File: src/rtl/taint_shift_reg.sv
// Shift register with per-stage taint labels, a saturating fill counter and a sticky control taint.
// Each stage's taint also absorbs the EN and RST_N labels, because those decide every edge.
module taint_shift_reg #(
  parameter int unsigned WIDTH = 2,
  parameter int unsigned DEPTH = 4,
  parameter int unsigned TW    = 32
) (
  input  logic             CLK,
  input  logic             RST_N,
  input  logic [TW-1:0]    RST_N_t,
  input  logic             EN,
  input  logic [TW-1:0]    EN_t,
  input  logic [WIDTH-1:0] D,
  input  logic [TW-1:0]    D_t,
  output logic [WIDTH-1:0] Q,
  output logic [TW-1:0]    Q_t,
  output logic             FULL,
  output logic [TW-1:0]    FULL_t
);

  localparam int unsigned CW = $clog2(DEPTH + 1);

  logic [DEPTH-1:0][WIDTH-1:0] s_q, s_d;
  logic [DEPTH-1:0][TW-1:0]    t_q, t_d;
  logic [CW-1:0]               cnt_q, cnt_d;
  logic                        full_q, full_d;
  logic [TW-1:0]               full_t_q, full_t_d;
  logic [TW-1:0]               ctl_t;

  // Next state for a non-reset edge: shift on EN, otherwise hold data while taint still accumulates.
  always_comb begin
    ctl_t    = EN_t | RST_N_t;
    s_d      = s_q;
    t_d      = t_q;
    cnt_d    = cnt_q;
    full_t_d = full_t_q | ctl_t;
    if (EN) begin
      s_d[0] = D;
      t_d[0] = D_t | ctl_t;
      for (int k = 1; k < int'(DEPTH); k++) begin
        s_d[k] = s_q[k-1];
        t_d[k] = t_q[k-1] | ctl_t;
      end
      if (cnt_q != CW'(DEPTH)) begin
        cnt_d = cnt_q + CW'(1);
      end
    end else begin
      for (int k = 0; k < int'(DEPTH); k++) begin
        t_d[k] = t_q[k] | ctl_t;
      end
    end
    full_d = (cnt_d == CW'(DEPTH));
  end

  // Reset wins over any shift; it seeds every taint register with the reset label.
  always_ff @(posedge CLK) begin
    if (!RST_N) begin
      s_q      <= '0;
      t_q      <= {DEPTH{RST_N_t}};
      cnt_q    <= '0;
      full_q   <= 1'b0;
      full_t_q <= RST_N_t;
    end else begin
      s_q      <= s_d;
      t_q      <= t_d;
      cnt_q    <= cnt_d;
      full_q   <= full_d;
      full_t_q <= full_t_d;
    end
  end

  assign Q      = s_q[DEPTH-1];
  assign Q_t    = t_q[DEPTH-1];
  assign FULL   = full_q;
  assign FULL_t = full_t_q;

endmodule

File: config.mk
export PLATFORM = sky130hd
export DESIGN_NAME = taint_shift_reg
export DESIGN_NICKNAME = d
export VERILOG_FILES = /design/src/rtl/taint_shift_reg.sv
export SDC_FILE = /design/constraint.sdc
export NUM_CORES = 1
export LEC_CHECK = 0
export BUFFER_PORTS_ARGS = -buffer_cell sky130_fd_sc_hd__clkbuf_2
export CORE_MARGIN = 8
export CORE_UTILIZATION = 40
export CTS_CLUSTER_SIZE = 20
export DETAILED_ROUTE_END_ITERATION = 16
export PLACE_DENSITY = 0.68
export SKIP_CTS_REPAIR_TIMING = 1
export SLEW_MARGIN = 40
export SYNTH_ARGS = -nofsm -noshare
export SYNTH_HDL_FRONTEND = slang
export SYNTH_SLANG_ARGS = --single-unit
File: constraint.sdc
create_clock -name CLK -period 2.1 [get_ports CLK]
set_input_delay 0.525 -clock CLK [delete_from_list [all_inputs] [get_ports CLK]]
set_output_delay 0.525 -clock CLK [all_outputs]
set_load 0.005 [all_outputs]
== Word level (Yosys, flattened, before mapping) ==
Cells that the tools add are included.

* Flip-flop bits (word level): 172
* Input port bits: 101
* Word-level logic and storage cells: 26

* $add $sub $neg: 1
* Equality and inequality tests: 2
* Mux-type cells: 5
* Bitwise gates (word level): 7

{| class="wikitable"
|+ Operators with widths
! cell !! count
|-
| $mux W128 || 2
|-
| $or A32 B32 Y32 || 7
|-
| $mux W32 || 1
|-
| $mux W3 || 2
|-
| $add A3 B1 Y3 const B || 1
|-
| $eq A3 B3 Y1 const B || 1
|-
| $ne A3 B3 Y1 const B || 1
|}

== Depth between registers and ports, before layout ==
* Word-level depth: 4
* Gate-level depth with buffers: 6
* Depth with buffers taken out: 5

== Least setup slack after synthesis ==
Ideal clock, no wire load.

* Path kind: input-to-reg
* Start point: in EN
* End point: reg t_q, in the netlist Q_t[0]
* Data arrival time: 1.403 ns
* Required time: 1.983 ns
* Path slack: 0.579 ns
* Stages: 6
* Buffers on the path: 3
* Path through: buf_6 -> buf_6 -> buf_6 -> mux2_2 -> o21ai_0 -> nand2b_1

* Cells in the longest elaborated chain, start to end: 2

{| class="wikitable"
|+ Ends and longest elaborated chain
! what !! RTL line !! RTL
|-
| from (decl) || 11 || <nowiki>input logic EN,</nowiki>
|-
| $mux W128 || 37 || <nowiki>if (EN) begin</nowiki>
|-
| $mux W128 || 57 || <nowiki>if (!RST_N) begin</nowiki>
|-
| to (signal assigned) || 59 || <nowiki>t_q <= {DEPTH{RST_N_t}};</nowiki>
|-
| to (signal assigned) || 65 || <nowiki>t_q <= t_d;</nowiki>
|-
| to (decl) || 24 || <nowiki>logic [DEPTH-1:0][TW-1:0] t_q, t_d;</nowiki>
|}

Every way passes these cells.
A chain may end at the register's enable or synchronous reset.

== Worst setup path in the final report ==
* Start point: reg t_q, in the netlist Q_t[7]
* End point: out Q_t[7]

{| class="wikitable"
|+ RTL lines
! what !! RTL line !! RTL
|-
| to (decl) || 16 || <nowiki>output logic [TW-1:0] Q_t,</nowiki>
|}

No word-level cell between the ends.

==> impl_metrics.csv <==
group,metric,value,unit
timing,setup_viol_count_final,0,
grt,antenna_found_initial,0,
setup_path,crit_family,"flip-flops",
pwr,max-vdd-ir-drop,0.519,mV
grt,grt_overflow_total,0,
setup_path,endpoint_kind,"output port",
setup_path,path_cells,"clkbuf_2",
setup_path,crit_type,"register to output port",
setup_path,r2r.worst_path.cells,5,
detailed_routing,vias,5242,
layout,diodes,0,
synthesis,netlist_area,7420,um2
pwr,leakage,3.60,nW
setup_path,cpMaxStageDelayCell,"dfxtp_1",
die,fp.coreArea,18500,um2
detailed_routing,drt_first_pass_iters,6,
timing,final.setup.worst_slack,0.674,ns
setup_path,regToRegSetupSlack,0.85,ns
detailed_routing,drtIter0Drc,180,
die,dieHeight,152,um
grt,grt_start_max_net_pins,86,
run_status,status,"finished clean",
die,die_w,152,um
setup_path,r2r-end,"FULL",
cts,clockRootBuffer,"clkbuf_16",
synthesis,yosys-top-cells-area,"dfxtp_1, mux2_2, nand2b_1",
synthesis,yosysTopAreaCell,"dfxtp_1",
placed_design,hpwl,10400,um
detailed_routing,vias_per_cell,4.77,
cts,clock_latency,0.42,ns
synthesis,yosys_warnings,0,
detailed_routing,wire_per_inst,13.4,um
detailed_routing,drt-total-wl,14700,um
cts,clock_sinks,172,
min_path,hp-class,"primary input to register",
layout,final_layout_size_suffix_gt1_share,39.4,%
synthesis,syn-mean-instance-area,10.3,um2
timing,fin_crit,1.43,ns
layout,fin_nets,957,
timing,slew_headroom,79.4,%
synthesis,synth_nets,826,
timing,holdWs,0.342,ns
pwr,powerDensity,859,nW/um2
timing,max_freq,701,MHz
synthesis,seq_area_frac_synth,46.4,%
setup_path,r2r_start,"cnt_q[0]",
die,boundaryPins,168,
die,die-area,23200,um2
synthesis,netlist.area_leader.share,46.4,%
timing,rsz0062_at_grt,"false",
timing,post-route-period-util,67.9,%
setup_path,cp_data_arrival_time,0.90,ns
cts,clk_pin_slew,0.06,ns
synthesis,ys_types,23,
timing,tns,0,ns
setup_path,worst_path_largest_cell_delay,0.36,ns
cts,clk_path_buf_depth,2,
grt,grt_pass1_wl,25500,um
placed_design,port_buffers,167,
detailed_routing,drcViolationCount,0,
cts,h-tree-depth,4,
setup_path,critical_path.startpoint_type,"register",
die,initial_utilization,40.2,%
pwr,power,7.59,mW
die,rows,50,
cts,cts_tree,"built",
timing,hold_viol,0,
grt,grt_pass1_vias,5413,
layout,fillers,1744,
job,maxCapViolations,0,
placed_design,pre_cts_ws,0.333,ns
synthesis,synth-seq-cells,172,
timing,tightest_slew,0.308,ns
timing,maxSlewViolCount,0,
min_path,hp-start,"RST_N_t[13]",
grt,grt_usage,12.8,%
setup_path,critPathBufInv,1,
setup_path,cp.required,1.57,ns
detailed_routing,final_antenna_net_count,0,
placed_design,gp_congestion,0.709,
min_path,whs_endpoint,"Q_t[13]",
min_path,whs_path_depth,2,
timing,skew,0.00871,ns
layout,area_growth,19.0,%
synthesis,synthesis.instances,723,
cts,cts_made_buffers,17,
setup_path,cp_max_fo,2,
-- sequential cells by signal (all words and copies together), names as in the netlist --
| name | flops |
|---|---|
| Q_t | 32 |
| cnt_q | 3 |
| Q | 2 |
| FULL | 1 |
| s_q | 6 |
| t_q | 96 |
| FULL_t | 32 |
-- report_power, final --
group	switching, mW	total [mW]	internal (mW)
sequential	0.104	3.59	3.49
combinational	0.371	0.858	0.486
clock	1.25	3.14	1.89
-- stage by stage --
| stage | std cells | util, % | instance area (um2) |
|---|---|---|---|
| final | 1098 | 47.9 | 8830 |
| after global routing | 1098 | 47.9 | 8830 |
| after CTS | 1098 | 47.9 | 8830 |
| after detailed placement | 1069 | 44.7 | 8250 |
| after global placement | 1069 | 44.7 | 8250 |
| after floorplan | 723 | - | 7420 |
-- cell usage in the layout (no fill, tap or decap), drive strengths merged, types with 2 or more instances in the layout --
| master | count |
|---|---|
| mux2i | 9 |
| mux2 | 128 |
| clkbuf | 183 |
| clkinv | 6 |
| inv | 4 |
| a21oi | 2 |
| buf | 16 |
| nand2b | 161 |
| dfxtp | 172 |
| nor2b | 9 |
| bufinv | 3 |
| ha | 2 |
| o21ai | 160 |
-- kinds of logic (layout without fill, tap and decap cells) --
| group | Yosys count | after routing | share of synthesized area [%] |
|---|---|---|---|
| XOR/XNOR | 1 | 1 | 0.118 |
| AO/OA/AOI/OAI | 165 | 165 | 11.3 |
| adder cells (fa/ha/maj) | 2 | 2 | 0.337 |
| multiplexers | 137 | 137 | 20.6 |
| buffers and inverters | 71 | 212 | 6.39 |
| AND/OR/NAND/NOR | 175 | 175 | 14.9 |
| flip-flops | 172 | 172 | 46.4 |
-- cell type report --
class	instances	area [um2]	share of cell area [%]
clock buffer	18	439	4.97
sequential	172	3440	39.0
tap	234	293	3.31
inverter	2	7.51	0.0850
clock inverter	11	145	1.64
timing repair buffer	181	1000	11.3
multi-input combinational	480	3510	39.7
-- per-layer routing --
metal | vias up | share of wire [%] | routed length [um] | GRT usage, %
met4 | 0 | 1.4 | 210 | 4.95
li1 | 2714 | - | - | -
met3 | 14 | 5.3 | 775 | 3.91
met2 | 105 | 46 | 6710 | 20.6
met5 | - | 0 | 0 | 0
met1 | 2409 | 48 | 7040 | 15.8
-- worst max-delay path by stage --
stage                        from      end  slack (ns)  cells past startpoint
after floorplan                EN   Q_t[0]        0.58                      6
after global placement         EN   t_q[0]        0.38                      5
after detailed placement       EN  t_q[44]        0.33                      5
after CTS                  Q_t[5]   Q_t[5]        0.65                      1
after global routing      Q_t[30]  Q_t[30]        0.63                      1
final                      Q_t[7]   Q_t[7]        0.67                      1
-- synth_stat cells --
master and instances:
and4b_1 1, buf_6 9, clkbuf_1 18, o21a_1 1, xnor2_1 1, inv_1 2, nand2b_1 161, nor3_1 1
nor3b_2 1, buf_4 35, dfxtp_1 172, mux2i_1 9, and2_1 1, o21ai_1 11, buf_2 7, a21boi_1 1
ha_1 2, nand3b_1 1, a21oi_1 2, mux2_2 128, nor2b_1 9, a21bo_2 1, o21ai_0 149
No activity file was read; power rests on OpenSTA's default activity.
